===== src/rtl/shiftreg_pkg.sv =====
// shiftreg_pkg
// Shared definitions for the shift-register load sequencer:
//   - state_t      : sequencer state enumeration
//   - DEF_STAT_W   : default static chain length in bits
//   - DEF_DYN_W    : default dynamic chain length in bits
//   - DEF_CLK_DIV  : default CLK cycles per serial bit
//   - maxOf()      : elaboration-time helper for sizing counters
package shiftreg_pkg;

  localparam int DEF_STAT_W  = 88;
  localparam int DEF_DYN_W   = 16;
  localparam int DEF_CLK_DIV = 4;

  typedef enum logic [2:0] {
    IDLE,
    SHIFT_STAT,
    LATCH_STAT,
    SHIFT_DYN,
    LATCH_DYN,
    DONE
  } state_t;

  function automatic int maxOf(input int a, input int b);
    return (a > b) ? a : b;
  endfunction

endpackage


===== src/rtl/sr_bitclk.sv =====
// sr_bitclk
// Serial bit timing generator. While i_run is high it divides the system
// clock into bit slots of CLK_DIV cycles; each slot starts with SCLK low for
// CLK_DIV/2 cycles and ends with SCLK high for the remaining cycles.
// Ports:
//   i_clk     in   system clock
//   i_rst_n   in   asynchronous active-low reset
//   i_run     in   slot counter runs while high, held at slot start while low
//   o_sclk    out  serial clock phase for the current slot
//   o_bitEnd  out  high on the last CLK cycle of a slot
module sr_bitclk #(
  parameter int CLK_DIV = 4
) (
  input  logic i_clk,
  input  logic i_rst_n,
  input  logic i_run,
  output logic o_sclk,
  output logic o_bitEnd
);

  localparam int CW = $clog2(CLK_DIV);

  logic [CW-1:0] r_phase;

  // Phase counter wraps at the end of every slot so back-to-back phases of
  // the sequencer (shift -> latch -> shift) line up without a gap cycle.
  always_ff @(posedge i_clk or negedge i_rst_n) begin
    if (!i_rst_n) begin
      r_phase <= '0;
    end else if (!i_run || o_bitEnd) begin
      r_phase <= '0;
    end else begin
      r_phase <= r_phase + 1'b1;
    end
  end

  assign o_sclk   = i_run && (r_phase >= CW'(CLK_DIV / 2));
  assign o_bitEnd = i_run && (r_phase == CW'(CLK_DIV - 1));

endmodule


===== src/rtl/shiftreg_sequencer.sv =====
// shiftreg_sequencer
// Loads a static and a dynamic serial shift-register chain. The static word
// comes from a shadow register written at any time; the dynamic word comes
// through a one-entry handshake buffer and may be streamed repeatedly.
// Ports:
//   CLK, RST_N             clock, asynchronous active-low reset
//   stat_data, stat_wr     static word and shadow write strobe
//   dyn_data, dyn_valid    dynamic word offer
//   dyn_ready              dynamic buffer empty
//   start, dyn_only        begin a sequence, optionally skipping the static phase
//   SCLK, SDATA            serial clock and data
//   SELSTAT, SELDYN        chain select during shifting
//   STATLATCH, DYNLATCH    chain latch strobes
//   ENFIN                  one-cycle sequence-complete pulse
//   busy                   sequence in progress
module shiftreg_sequencer
  import shiftreg_pkg::*;
#(
  parameter int STAT_W    = DEF_STAT_W,
  parameter int DYN_W     = DEF_DYN_W,
  parameter int CLK_DIV   = DEF_CLK_DIV,
  parameter int MSB_FIRST = 1
) (
  input  logic              CLK,
  input  logic              RST_N,
  input  logic [STAT_W-1:0] stat_data,
  input  logic              stat_wr,
  input  logic [DYN_W-1:0]  dyn_data,
  input  logic              dyn_valid,
  output logic              dyn_ready,
  input  logic              start,
  input  logic              dyn_only,
  output logic              SCLK,
  output logic              SDATA,
  output logic              SELSTAT,
  output logic              SELDYN,
  output logic              STATLATCH,
  output logic              DYNLATCH,
  output logic              ENFIN,
  output logic              busy
);

  localparam int CNT_W = $clog2(maxOf(STAT_W, DYN_W) + 1);

  state_t            r_state;
  state_t            w_nextState;
  logic [STAT_W-1:0] r_statShadow;
  logic [STAT_W-1:0] r_statShift;
  logic [DYN_W-1:0]  r_dynBuf;
  logic [DYN_W-1:0]  r_dynShift;
  logic              r_dynFull;
  logic [CNT_W-1:0]  r_bitCnt;

  logic w_sclk;
  logic w_bitEnd;
  logic w_run;
  logic w_inShift;
  logic w_accept;
  logic w_dynAvail;
  logic w_lastBit;
  logic w_loadStat;
  logic w_loadDyn;
  logic w_statBit;
  logic w_dynBit;

  assign w_inShift = (r_state == SHIFT_STAT) || (r_state == SHIFT_DYN);
  assign w_run     = w_inShift || (r_state == LATCH_STAT) || (r_state == LATCH_DYN);
  assign w_accept  = dyn_valid && !r_dynFull;
  // A word accepted on the same edge counts as available, so it is not lost
  // when a sequence decides to enter the dynamic phase on that edge.
  assign w_dynAvail = r_dynFull || w_accept;
  assign w_lastBit  = (r_state == SHIFT_STAT) ? (r_bitCnt == CNT_W'(STAT_W - 1))
                                              : (r_bitCnt == CNT_W'(DYN_W - 1));

  sr_bitclk #(
    .CLK_DIV(CLK_DIV)
  ) u_bitclk (
    .i_clk   (CLK),
    .i_rst_n (RST_N),
    .i_run   (w_run),
    .o_sclk  (w_sclk),
    .o_bitEnd(w_bitEnd)
  );

  // Sequencer state register.
  always_ff @(posedge CLK or negedge RST_N) begin
    if (!RST_N) begin
      r_state <= IDLE;
    end else begin
      r_state <= w_nextState;
    end
  end

  // Next-state decision. Latch phases reuse the bit timer, so they end on
  // the same bit-end tick that closes a shift slot.
  always_comb begin
    w_nextState = r_state;
    w_loadStat  = 1'b0;
    w_loadDyn   = 1'b0;
    case (r_state)
      IDLE: begin
        if (start) begin
          if (!dyn_only) begin
            w_nextState = SHIFT_STAT;
            w_loadStat  = 1'b1;
          end else if (w_dynAvail) begin
            w_nextState = SHIFT_DYN;
            w_loadDyn   = 1'b1;
          end
        end
      end
      SHIFT_STAT: begin
        if (w_bitEnd && w_lastBit) begin
          w_nextState = LATCH_STAT;
        end
      end
      SHIFT_DYN: begin
        if (w_bitEnd && w_lastBit) begin
          w_nextState = LATCH_DYN;
        end
      end
      LATCH_STAT, LATCH_DYN: begin
        if (w_bitEnd) begin
          if (w_dynAvail) begin
            w_nextState = SHIFT_DYN;
            w_loadDyn   = 1'b1;
          end else begin
            w_nextState = DONE;
          end
        end
      end
      DONE: begin
        w_nextState = IDLE;
      end
      default: begin
        w_nextState = IDLE;
      end
    endcase
  end

  // Static shadow and dynamic handshake buffer. When the dynamic shifter is
  // loaded the buffer always ends up empty: either its word moved out, or a
  // word offered into an empty buffer went straight to the shifter.
  always_ff @(posedge CLK or negedge RST_N) begin
    if (!RST_N) begin
      r_statShadow <= '0;
      r_dynBuf     <= '0;
      r_dynFull    <= 1'b0;
    end else begin
      if (stat_wr) begin
        r_statShadow <= stat_data;
      end
      if (w_loadDyn) begin
        r_dynFull <= 1'b0;
      end else if (w_accept) begin
        r_dynBuf  <= dyn_data;
        r_dynFull <= 1'b1;
      end
    end
  end

  // Shifters and bit counter. The static shifter snapshots the shadow at
  // start, so later shadow writes only affect the next sequence.
  always_ff @(posedge CLK or negedge RST_N) begin
    if (!RST_N) begin
      r_statShift <= '0;
      r_dynShift  <= '0;
      r_bitCnt    <= '0;
    end else begin
      if (w_loadStat) begin
        r_statShift <= r_statShadow;
      end else if ((r_state == SHIFT_STAT) && w_bitEnd) begin
        r_statShift <= (MSB_FIRST != 0) ? (r_statShift << 1) : (r_statShift >> 1);
      end
      if (w_loadDyn) begin
        r_dynShift <= r_dynFull ? r_dynBuf : dyn_data;
      end else if ((r_state == SHIFT_DYN) && w_bitEnd) begin
        r_dynShift <= (MSB_FIRST != 0) ? (r_dynShift << 1) : (r_dynShift >> 1);
      end
      if (!w_inShift) begin
        r_bitCnt <= '0;
      end else if (w_bitEnd) begin
        r_bitCnt <= w_lastBit ? '0 : r_bitCnt + 1'b1;
      end
    end
  end

  assign w_statBit = (MSB_FIRST != 0) ? r_statShift[STAT_W-1] : r_statShift[0];
  assign w_dynBit  = (MSB_FIRST != 0) ? r_dynShift[DYN_W-1] : r_dynShift[0];

  assign SCLK      = w_inShift && w_sclk;
  assign SDATA     = (r_state == SHIFT_STAT) ? w_statBit :
                     (r_state == SHIFT_DYN)  ? w_dynBit  : 1'b0;
  assign SELSTAT   = (r_state == SHIFT_STAT);
  assign SELDYN    = (r_state == SHIFT_DYN);
  assign STATLATCH = (r_state == LATCH_STAT);
  assign DYNLATCH  = (r_state == LATCH_DYN);
  assign ENFIN     = (r_state == DONE);
  assign busy      = (r_state != IDLE);
  assign dyn_ready = !r_dynFull;

endmodule


===== config.mk =====
export PLATFORM = sky130hd
export DESIGN_NAME = shiftreg_sequencer
export DESIGN_NICKNAME = d
export VERILOG_FILES = /design/src/rtl/shiftreg_pkg.sv /design/src/rtl/sr_bitclk.sv /design/src/rtl/shiftreg_sequencer.sv
export SDC_FILE = /design/constraint.sdc
export NUM_CORES = 1
export LEC_CHECK = 0
export CAP_MARGIN = 20
export CORE_UTILIZATION = 60
export DETAILED_ROUTE_END_ITERATION = 12
export PLACE_DENSITY = 0.87
export SYNTH_ARGS = -nofsm -noshare
export SYNTH_HDL_FRONTEND = slang
export SYNTH_HIERARCHICAL = 1
export SYNTH_SLANG_ARGS = --single-unit

===== constraint.sdc =====
create_clock -name CLK -period 4.15 [get_ports CLK]
set_clock_uncertainty 0.15 [all_clocks]
set_input_delay 0.415 -clock CLK [delete_from_list [all_inputs] [get_ports CLK]]
set_output_delay 0.415 -clock CLK [all_outputs]
set_load 0.03 [all_outputs]

# Yosys cells after proc, flatten, opt, wreduce, memory -nomap -nowiden
# Cells that the tools add are included.
# word_totals
regBits	221
input_bits	110
output_inout_bits	9
word_cells	78
# op_classes
n_addsub	2
order_cmp	1
eq_ne	14
n_mux	30
bitwise_logic	1
n_reduce_logical	22
# op_table
op	count
$mux W88	2
$mux W16	3
$mux W3	7
$mux W7	3
$mux W1	12
$pmux W3 S4	1
$ne A2 B1 Y1 const B	4
$add A7 B1 Y7 const B	1
$eq A7 B4 Y1 const B	1
$eq A7 B7 Y1 const B	1
$logic_and A1 B1 Y1	7
$eq A3 B2 Y1 const B	2
$eq A3 B3 Y1 const B	2
$reduce_bool A2 Y1	3
$logic_or A1 B1 Y1	5
$reduce_and A5 Y1	1
$eq A3 B1 Y1 const B	1
$logic_not A3 Y1	1
$ne A3 B3 Y1 const B	1
$reduce_bool A3 Y1	1
$add A2 B1 Y2 const B	1
$eq A2 B2 Y1 const B	1
$ge A2 B2 Y1 const B	1
$logic_not A1 Y1	2
6 further kinds	6

# Depth between registers and ports, before layout
# depth
word_depth	9
ltp_mapped	11
mapped_depth_nobuf	8

# By module
# The synthesis kept the hierarchy.
# by_module_without_submodules
mod	instances	cells_per_inst	area_each_um2	seq_area_each_um2
shiftreg_sequencer	1	774	9522.9	5480.3
sr_bitclk	1	7	97.6	50.0

# Worst setup path after synthesis
# No wires, ideal clock.
# synth_path
kind	reg2reg
startpoint	register r_state[1]
endpoint	register r_dynBuf[10]
setup_time_ps	128
arrival_time_ps	2248
required_ps	3872
setup_slack_ps	1624
path_stages_with_launch	10
n_path_buf	2
synth_period_minus_slack_ps	2526
cell_sequence	dfrtp_1 -> buf_4 -> nor2_1 -> xnor2_1 -> and2_2 -> and3b_1 -> o21ai_2 -> nand2_2 -> buf_2 -> mux2_1
# synth_between
elab_chain_len	9
elab_cells_between_ends	14
cone_classes	eq/ne (4); mux (2); bitwise (1); reduce/logical (7)
# synth_rtl
element	line_no	source
start: declaration	shiftreg_sequencer.sv:45	state_t r_state;
start signal: assignment	shiftreg_sequencer.sv:90	r_state <= w_nextState;
$eq A3 B1 Y1 or $eq A3 B2 Y1 (tied branches)	shiftreg_sequencer.sv:66	assign w_inShift = (r_state == SHIFT_STAT) || (r_state == SHIFT_DYN);
$logic_or A1 B1 Y1	shiftreg_sequencer.sv:66	
$logic_or A1 B1 Y1	shiftreg_sequencer.sv:67	assign w_run = w_inShift || (r_state == LATCH_STAT) || (r_state == LATCH_DYN);
$logic_or A1 B1 Y1 (*)	shiftreg_sequencer.sv:67	
via w_run	shiftreg_sequencer.sv:56	logic w_run;
$logic_and A1 B1 Y1 (*)	sr_bitclk.sv:38	assign o_bitEnd = i_run && (r_phase == CW'(CLK_DIV - 1));
via w_bitEnd	shiftreg_sequencer.sv:55	logic w_bitEnd;
$mux W1 (*)	shiftreg_sequencer.sv:123	if (w_bitEnd) begin
$pmux W1 S2 (*)	shiftreg_sequencer.sv:100	case (r_state)
$not A1 Y1 (no source line) (*)	--	
$reduce_and A2 Y1 (no source line) (*)	--	
end signal: assignment	shiftreg_sequencer.sv:156	r_dynBuf <= dyn_data;
end: declaration	shiftreg_sequencer.sv:49	logic [DYN_W-1:0] r_dynBuf;
# The timed path passes the listed nets; every way through them passes the cells marked *.
# A chain may end at the register's enable or synchronous reset.

# Final worst setup path
# layout_path
startpoint	register r_state[1]
endpoint	output SCLK
# layout_between
elab_chain_len	6
elab_cells_between_ends	9
cone_classes	eq/ne (4); reduce/logical (5)
# layout_rtl
element	line_no	source
$eq A3 B1 Y1 or $eq A3 B2 Y1 (tied branches)	shiftreg_sequencer.sv:66	
$logic_or A1 B1 Y1	shiftreg_sequencer.sv:66	
$logic_or A1 B1 Y1	shiftreg_sequencer.sv:67	
$logic_or A1 B1 Y1 (*)	shiftreg_sequencer.sv:67	
via w_run	shiftreg_sequencer.sv:56	
$logic_and A1 B1 Y1 (*)	sr_bitclk.sv:37	assign o_sclk = i_run && (r_phase >= CW'(CLK_DIV / 2));
via w_sclk	shiftreg_sequencer.sv:54	logic w_sclk;
$logic_and A1 B1 Y1 (*)	shiftreg_sequencer.sv:191	assign SCLK = w_inShift && w_sclk;
end: declaration	shiftreg_sequencer.sv:33	output logic SCLK,
# Marks and branches as above.

==> flow_summary_export.csv <==
group,metric,value,unit
routing,drc,0,
timing,final_number_of_max_transition_violations,0,
yosys,synth.avg_cell_area,12.3,um^2
setup_path,worst_ep_arrival_time,2.56,ns
timing,maxSlewHeadroom,31.4,%
routing,routed_vias,6286,
grt,antenna_found_initial,0,
yosys,netlist-cell-type-count,54,
routing,wl,18400,um
flow_run,maxCapViolations,0,
grt,overflow,0,
clocking,clock_tree.buffer_depth,3,
routing,dr.pass1.iters,5,
grt,grt_first_pass_wirelength,30500,um
layout,area_delta_synth_final,20.2,%
yosys,synth-edff-count,0,
yosys,netlist_instances,781,
timing,period_share,75.4,%
placement,detailedPlacementHpwl,11800,um
yosys,ys.flop_type,"sky130_fd_sc_hd__dfrtp_1",
setup_path,crit_path_required_time,3.59,ns
yosys,synth_nets,893,
setup_path,worstSetupStartpointType,"flop",
floorplanning,placementRows,45,
setup_path,cp_max_fo,14,
layout,finish.net_count,992,
yosys,mappedNetlistArea,9620,um^2
power,worst_ir_drop_vdd,0.342,mV
yosys,synth-warning-count,6,
routing,vias_per_cell,5.69,
clocking,source_to_sink_clock_delay_at_the_later_pin_of_the_worst_skew_pair,0.51,ns
timing,fin_tns_setup,0,ns
routing,drt_iter0_drc,331,
timing,post-route-worst-setup-slack,1.02,ns
clocking,tritoncts,"built",
floorplanning,core,15400,um^2
grt,global_route.usage.met2,40.4,%
clocking,number_of_sinks_driven_by_the_clock_tree,221,
placement,dpl.cell_count,1063,
yosys,ys_seq_elements,221,
placement,numPortBuffers,118,
floorplanning,io_pins,119,
setup_path,worst_setup_path_end_kind,"output port",
floorplanning,floorplan.die_area,16500,um^2
layout,finalNonFillerCells,1104,
timing,setup-violations-final,0,
placement,place.gp.congestion,0.866,
yosys,synth_fa_ha_area_share,0.260,%
grt,first_global_vias,6421,
timing,report.final.hold_viol_count,0,
grt,top_usage_layer,"met2",
grt,met1_usage,30.3,%
setup_path,critPathKind,"reg -> out",
grt,grt_max_degree,109,
routing,ant_nets,0,
layout,diodes,0,
layout,layout_common_cells,"sky130_fd_sc_hd__dfrtp_1 (221), sky130_fd_sc_hd__clkdlybuf4s50_1 (116), sky130_fd_sc_hd__nor2_1 (113)",
yosys,yosys.area_share.simple,7.34,%
clocking,holdBufCountCts,1,
floorplanning,chipWidth,129,um
layout,mostFrequentLayoutCell,"sky130_fd_sc_hd__dfrtp_1",
power,static-leakage-power,4.66,nW
grt,grt_usage,23.1,%
clocking,htreeDepth,1,
timing,period_minus_slack,3.13,ns
power,cellPowerDensity,450,nW/um^2
yosys,muxShareOfSynthArea,21.6,%
timing,worst_slew_pin_slew,1.03,ns
floorplanning,chipHeight,129,um
routing,wl_per_cell,16.7,um
status,status,"finished, final reports clean",
clocking,cts.repair_timing.setup_buffer_count,0,
clocking,cts_repair_resize_count,0,
yosys,synth_top_family_by_area,"multiplexers",
clocking,clk_pin_slew,0.06,ns
yosys,synthArstFlopShare,100,%
yosys,portion_of_the_post_synthesis_area_used_by_sequential_elements,57.5,%
layout,final_layout_size_suffix_gt1_share,17.6,%
clocking,clk_root_buffer_cell,"sky130_fd_sc_hd__clkbuf_16",
timing,grt_setup_unrepaired,"false",
yosys,synthXorXnorAreaFrac,0.182,%
clocking,cts-buffers-inserted,23,
placement,placement.setup.worst_slack,1.18,ns
power,post-layout-total-power,5.21,mW
worst_hold_path,hold_class,"in -> reg",
yosys,post_synthesis_compound_gate_area_fraction,9.26,%
floorplanning,start_util,62.4,%
grt,globalRouteMet3Util,3.41,%
timing,fmax,320,MHz
==> synth_stat cells (3+ instances only) <==
cell                       instances  area, um^2
sky130_fd_sc_hd__a21oi_1          89         445
sky130_fd_sc_hd__a221o_1          15         150
sky130_fd_sc_hd__a22o_1            3        26.3
sky130_fd_sc_hd__a22oi_1          15         113
sky130_fd_sc_hd__and3_1            3        18.8
sky130_fd_sc_hd__buf_1             3        11.3
sky130_fd_sc_hd__buf_2            14        70.1
sky130_fd_sc_hd__buf_6            16         180
sky130_fd_sc_hd__clkbuf_1         20        75.1
sky130_fd_sc_hd__dfrtp_1         221        5530
sky130_fd_sc_hd__inv_1             7        26.3
sky130_fd_sc_hd__mux2_1            5        56.3
sky130_fd_sc_hd__mux2_2          100        1130
sky130_fd_sc_hd__mux2i_1          89         891
sky130_fd_sc_hd__nand2_1          10        37.5
sky130_fd_sc_hd__nor2_1          113         424
sky130_fd_sc_hd__nor2b_1           4        25.0
sky130_fd_sc_hd__o21ai_0           3        15.0
sky130_fd_sc_hd__o22ai_1           4        25.0
==> state kept, by name, indices dropped and copies added, names as in the netlist <==
| register | cells |
|---|---|
| r_state | 3 |
| r_dynShift | 16 |
| r_bitCnt | 7 |
| u_bitclk/r_phase | 2 |
| r_statShadow | 88 |
| r_dynFull | 1 |
| r_statShift | 88 |
| r_dynBuf | 16 |
==> kinds of logic (layout without fill, tap and decap cells) <==
family / count (synthesis) / in the layout
adder cells (fa/ha/maj): 2 / 2
flip-flops: 221 / 221
AO/OA/AOI/OAI: 143 / 143
XOR/XNOR: 2 / 2
buffers and inverters: 62 / 174
multiplexers: 194 / 194
AND/OR/NAND/NOR: 157 / 157
==> area by class of cell <==
type / instances / area [um^2]
timing repair buffer: 129 / 1310
inverter: 7 / 26.3
multi-input combinational: 498 / 3720
sequential: 221 / 5530
tap: 211 / 264
clock inverter: 5 / 43.8
fill: 1010 / 3870
clock buffer: 33 / 663
==> per-stage QoR <==
step | area, um^2 | util, % | hold WS, ns
after floorplan | 9620 | - | -0.0306
after global placement | 10800 | 70.1 | 0.291
after detailed placement | 10800 | 70.1 | 0.298
after CTS | 11500 | 74.7 | 0.309
after global routing | 11600 | 74.9 | 0.294
final | 11600 | 74.9 | 0.292
==> routing by layer <==
layer,vias up,routed length [um]
li1,2974,-
met1,3095,7880
met2,176,9420
met3,41,740
met4,0,379
met5,-,0
==> final timing paths <==
check | startpoint | endpoint | cells after the start | slack [ns]
worst min register to register | u_bitclk/r_phase[0]$_DFF_PN0_ | u_bitclk/r_phase[0]$_DFF_PN0_ | 1 | 0.31
max in group asynchronous | RST_N | r_bitCnt[5]$_DFFE_PN0P_ | 3 | 2.39
worst max-delay path | r_state[1]$_DFFE_PN0P_ | SCLK | 6 | 1.02
min in group asynchronous | RST_N | r_statShift[21]$_DFFE_PN0P_ | 2 | 0.42
worst max register to register | r_state[1]$_DFFE_PN0P_ | r_statShift[42]$_DFFE_PN0P_ | 8 | 1.06
worst min-delay path | stat_wr | r_statShadow[44]$_DFFE_PN0P_ | 2 | 0.29
==> power breakdown <==
group	switching (mW)	internal (mW)	total [mW]
logic	0.246	0.362	0.608
registers	0.187	2.49	2.68
clock network	0.808	1.11	1.92
total	1.24	3.96	5.21
==> worst max-delay path, stage by stage, from the launching register on <==
cell and delay, ns:
sky130_fd_sc_hd__dfrtp_1 0.54, sky130_fd_sc_hd__nor2_1 0.32, sky130_fd_sc_hd__xnor2_1 0.20, sky130_fd_sc_hd__and2_1 0.16, sky130_fd_sc_hd__inv_1 0.04, sky130_fd_sc_hd__nor2_1 0.09
sky130_fd_sc_hd__clkdlybuf4s50_1 0.69
Note: power is estimated with default switching activity, not from simulation.
